$ cat src/rtl/imem_port_arbiter.sv
// Instruction memory port arbiter: shares one 1-cycle-read memory port between fetch and loader.
// Optional loader starvation guard enabled by defining IMEM_STARVE_GUARD_EN.
module imem_port_arbiter #(
   parameter int ADDR_W   = 8,
   parameter int DATA_W   = 32,
   parameter int MAX_WAIT = 4
) (
   input  logic              i_clk,
   input  logic              i_rst_n,
   input  logic              i_boot_done,
   input  logic              i_if_req,
   input  logic [31:0]       i_if_addr,
   output logic              o_if_gnt,
   output logic              o_if_rvalid,
   output logic [DATA_W-1:0] o_if_rdata,
   input  logic              i_ld_req,
   input  logic              i_ld_we,
   input  logic [31:0]       i_ld_addr,
   input  logic [DATA_W-1:0] i_ld_wdata,
   output logic              o_ld_gnt,
   output logic              o_ld_rvalid,
   output logic [DATA_W-1:0] o_ld_rdata,
   output logic              o_mem_en,
   output logic              o_mem_we,
   output logic [ADDR_W-1:0] o_mem_addr,
   output logic [DATA_W-1:0] o_mem_wdata,
   input  logic [DATA_W-1:0] i_mem_rdata,
   output logic              o_err_align
);

   typedef enum logic {
      ST_BOOT,
      ST_RUN
   } state_t;

   state_t            r_state;
   logic              r_if_pend;
   logic              r_ld_pend;
   logic [DATA_W-1:0] r_if_rdata;
   logic [DATA_W-1:0] r_ld_rdata;
   logic              r_err_align;

   logic              w_force;
   logic              w_if_gnt;
   logic              w_ld_gnt;
   logic              w_any;
   logic [31:0]       w_addr;
   logic              w_misalign;

`ifdef IMEM_STARVE_GUARD_EN
   localparam int CNT_W = $clog2(MAX_WAIT + 1);

   logic [CNT_W-1:0] r_wait_cnt;

   assign w_force = (r_wait_cnt == CNT_W'(MAX_WAIT));

   // Count RUN cycles where the loader asks but loses; any grant or idle clears it
   always_ff @(posedge i_clk) begin
      if (!i_rst_n || r_state != ST_RUN) begin
         r_wait_cnt <= '0;
      end else if (i_ld_req && !w_ld_gnt) begin
         r_wait_cnt <= r_wait_cnt + 1'b1;
      end else begin
         r_wait_cnt <= '0;
      end
   end
`else
   logic w_unused_cfg;

   assign w_force      = 1'b0;
   assign w_unused_cfg = (MAX_WAIT == 0);
`endif

   // Grant decision: loader owns the port in BOOT, fetch has priority in RUN
   always_comb begin
      w_if_gnt = 1'b0;
      w_ld_gnt = 1'b0;
      if (i_rst_n) begin
         if (r_state == ST_BOOT) begin
            w_ld_gnt = i_ld_req;
         end else begin
            w_if_gnt = i_if_req && !(w_force && i_ld_req);
            w_ld_gnt = i_ld_req && !w_if_gnt;
         end
      end
   end

   assign w_any      = w_if_gnt | w_ld_gnt;
   assign w_addr     = w_ld_gnt ? i_ld_addr : i_if_addr;
   assign w_misalign = w_any && (w_addr[1:0] != 2'b00);

   assign o_if_gnt    = w_if_gnt;
   assign o_ld_gnt    = w_ld_gnt;
   assign o_mem_en    = w_any;
   assign o_mem_we    = w_ld_gnt & i_ld_we;
   assign o_mem_addr  = w_any ? w_addr[ADDR_W+1:2] : '0;
   assign o_mem_wdata = (w_ld_gnt && i_ld_we) ? i_ld_wdata : '0;

   // Read data is live in the valid cycle, otherwise the last captured word
   assign o_if_rvalid = r_if_pend;
   assign o_ld_rvalid = r_ld_pend;
   assign o_if_rdata  = r_if_pend ? i_mem_rdata : r_if_rdata;
   assign o_ld_rdata  = r_ld_pend ? i_mem_rdata : r_ld_rdata;
   assign o_err_align = r_err_align;

   logic w_unused_addr;
   assign w_unused_addr = ^{i_if_addr[31:ADDR_W+2], i_ld_addr[31:ADDR_W+2]};

   // Boot sequencing: leave BOOT on boot_done, then stay in RUN until reset
   always_ff @(posedge i_clk) begin
      if (!i_rst_n) begin
         r_state <= ST_BOOT;
      end else if (r_state == ST_BOOT && i_boot_done) begin
         r_state <= ST_RUN;
      end
   end

   // Track which side owns the read returning next cycle
   always_ff @(posedge i_clk) begin
      if (!i_rst_n) begin
         r_if_pend <= 1'b0;
         r_ld_pend <= 1'b0;
      end else begin
         r_if_pend <= w_if_gnt;
         r_ld_pend <= w_ld_gnt & ~i_ld_we;
      end
   end

   // Capture returned words so each side holds its last read data
   always_ff @(posedge i_clk) begin
      if (!i_rst_n) begin
         r_if_rdata <= '0;
         r_ld_rdata <= '0;
      end else begin
         if (r_if_pend) r_if_rdata <= i_mem_rdata;
         if (r_ld_pend) r_ld_rdata <= i_mem_rdata;
      end
   end

   // Sticky misalignment flag, cleared only by reset
   always_ff @(posedge i_clk) begin
      if (!i_rst_n) begin
         r_err_align <= 1'b0;
      end else if (w_misalign) begin
         r_err_align <= 1'b1;
      end
   end

endmodule
$ cat config.mk
export PLATFORM = sky130hd
export DESIGN_NAME = imem_port_arbiter
export DESIGN_NICKNAME = d
export VERILOG_FILES = /design/src/rtl/imem_port_arbiter.sv
export SDC_FILE = /design/constraint.sdc
export NUM_CORES = 1
export LEC_CHECK = 0
export CAP_MARGIN = 40
export CORE_MARGIN = 2
export CORE_UTILIZATION = 38
export CTS_BUF_LIST = sky130_fd_sc_hd__clkbuf_8
export CTS_CLUSTER_DIAMETER = 200
export DETAILED_ROUTE_END_ITERATION = 8
export HOLD_SLACK_MARGIN = 0.15
export PLACE_DENSITY = 0.88
export SLEW_MARGIN = 30
export SYNTH_ARGS = -nofsm -noshare
export SYNTH_HDL_FRONTEND = slang
export SYNTH_SLANG_ARGS = --single-unit
$ cat constraint.sdc
create_clock -name i_clk -period 2.92 [get_ports i_clk]
set_input_delay 0.438 -clock i_clk [delete_from_list [all_inputs] [get_ports i_clk]]
set_output_delay 0.438 -clock i_clk [all_outputs]
set_load 0.02 [all_outputs]
==> metrics.txt, run 1 <==
Layout Nets=618; Via Count=2765; largest net degree at the start of global routing=45; TritonCTS Buffers=9; worst vdd ir=0.295 mV; Die ar.=9520 um^2; Die H=97.6 um; top cells by area, synth=dfxtp_1, mux2_4, and2_1; worst-path fanout max=9; DR iter-0 viols=79; max frequency=366 MHz; synthesized-area fraction occupied by and/or/nand/nor cells=0.218; cell taking the most area after synthesis=dfxtp_1; fin cells=597; # fillers=690; critical path class=input port to output port; Crit path arrival time=2.29 ns; Avg Cell Area, Syn=11.6 um^2; total negative slack=0 ns; PortBufs=200; Tightest Pin Transition=0.362 ns; num ports=245; area delta synth->final=66.2%; All-Layer GR Usage=0.189; post-cts gate resize count=0; placed insts=581; Clk pin slew, worst setup/hold paths=0.08 ns; Ant. Diodes=0; Post-CTS Hold Buffers=0; vias in the first global route=2961; Synth Area in Adders=0; Min Hold Slack=0.491 ns; PwrDens=415 nW/um^2; crit end category=output port; hold violation count in the final report=0; post-synthesis mux area share=0.284; Synth top area share=0.409; clk_lat worst skew=0.33 ns; DRC Markers=0; core area=8590 um^2; via density per instance=4.63; synth unique cells=20; routability-driven placement congestion ratio=0.745; Layout Skew=0.00769 ns; Post-Synth XOR/XNOR Area=0; drt wl/cell=15.3 um; Mapped Area=3330 um^2; register area share after synthesis=0.409; Syn Nets=421; max-cap viol count=0; startpoint types=input port; hpwl dp=6850 um; register area=1360 um^2; post-CTS setup buffer count=0; Static Leak=2.22 nW; H-tree depth=3; Final min period=2.73 ns; Slew Limit Fails=0; row cnt=34; Setup violations, final=0; yosys warns=0; proportion of layout cells with a drive suffix above 1=0.188; Synth Area in Compound Gates=0.0282; CTS tree=built; clock tree buffer depth=2; antenna-violating nets left=0; RSZ-0062 raised after global routing=false; outcome=completed; Syn Inst Count=287; first-pass iteration count of the detailed router=4; final wirelength=9130 um; initial core utilization=0.387; largest family of logic cells by synthesized area=multiplexers; area of the multi-input gates=1760 um^2; Root Buffer=clkbuf_8; #FFs+latches synth=68; Die X-Extent=97.6 um; Req. time, crit path=2.48 ns; grt ovf=0; CTS sink count=68; class of the worst hold path=flip-flop to flip-flop; global-route wire length before repair=14700 um; crit share post-route=0.935; initial antenna violation count=0; Max-slew headroom=0.759
## cells in the mapped netlist
master    number
and3_1         3
nand3_1        8
buf_1          1
clkbuf_2       3
buf_12         6
a21boi_0       8
nor2_1         2
nor2b_1        1
clkbuf_1       7
buf_2          3
and4_4         1
buf_6          2
o31a_1         1
mux2_4        60
mux2_2         4
and2_1        97
dfxtp_1       68
o211a_1        1
nand2_1        9
o21a_1         2
## sequential cells by signal (all words and copies together), names as in the netlist
| name | flops |
|---|---|
| o_err_align | 1 |
| r_state | 1 |
| o_ld_rvalid | 1 |
| o_if_rvalid | 1 |
| r_if_rdata | 32 |
| r_ld_rdata | 32 |
## kinds of logic (layout without fill, tap and decap cells)
| group | after synthesis | count (layout) |
|---|---|---|
| compound gates | 12 | 12 |
| buf+inv | 22 | 224 |
| flops | 68 | 68 |
| mux | 64 | 64 |
| simple gates | 121 | 121 |
## metal layers
| metal | vias up | part of all wire | global-route usage |
|---|---|---|---|
| met4 | 0 | 0.013 | 0.0545 |
| met1 | 1285 | 0.40 | 0.217 |
| li1 | 1329 | - | - |
| met3 | 14 | 0.075 | 0.0554 |
| met2 | 137 | 0.51 | 0.338 |
| met5 | - | 0 | 0 |
## layout make-up
class                   count  share of cell area
clock buffers              11              0.0274
clock inverters             5              0.0106
multi-input cells         197               0.319
flip-flops and latches     68               0.247
well taps                 108              0.0244
repair buffers            208               0.372
## worst max-delay path, stage by stage
cell and delay [ns]:
clkdlybuf4s50_1 0.51, and2_1 0.34, nand2_1 0.13, a21boi_0 0.20, clkdlybuf4s50_1 0.67
## placed cells by master, fill, tap and decap left out
master | synthesis | final
mux2_2 | 4 | 4
nor2b_1 | 1 | 1
bufinv_16 | 0 | 1
clkbuf_8 | 0 | 11
buf_2 | 3 | 1
a21boi_0 | 8 | 8
dfxtp_1 | 68 | 66
and3_1 | 3 | 3
mux2_4 | 60 | 60
nand2_1 | 9 | 9
and2_1 | 97 | 97
clkinvlp_4 | 0 | 2
nand3_1 | 8 | 8
dfxtp_2 | 0 | 2
inv_6 | 0 | 1
clkdlybuf4s50_1 | 0 | 199
o31a_1 | 1 | 1
nor2_1 | 2 | 2
clkinv_2 | 0 | 1
o211a_1 | 1 | 1
buf_4 | 0 | 8
o21a_1 | 2 | 2
and4_4 | 1 | 1
## worst paths after layout
check,startpoint,end,slack (ns),depth (start not counted)
worst max-delay path,i_if_req,o_mem_addr[1],0.19,5
worst min-delay path,o_err_align,o_err_align,0.49,1
worst max register to register,o_if_rvalid,r_if_rdata[0],1.59,3
worst min register to register,o_err_align,o_err_align,0.49,1
## report_power, final
part | switching, mW | internal (mW) | leakage (nW) | total, mW
registers | 0.00923 | 0.957 | 0.553 | 0.966
clock network | 0.364 | 0.443 | 0.102 | 0.807
logic | 0.213 | 0.311 | 1.57 | 0.524
## stage by stage
stage	setup WS [ns]	area [um^2]	utilization	total power [mW]
global placement	0.278	5320	0.619	1.50
finish	0.190	5530	0.644	2.30
CTS	0.211	5530	0.644	2.33
detailed placement	0.230	5320	0.619	1.51
floorplan	1.18	3330	-	1.24
global route	0.0901	5530	0.644	2.40
(Power assumes the default switching activity.)
==> run 2: changes to the inputs <==
- CTS_CLUSTER_DIAMETER: 200 -> unset
- GPL_ROUTABILITY_DRIVEN: unset -> 0
==> results of run 2 <==
Same layout as run 1: the final DEF is identical, and so are final timing and power.
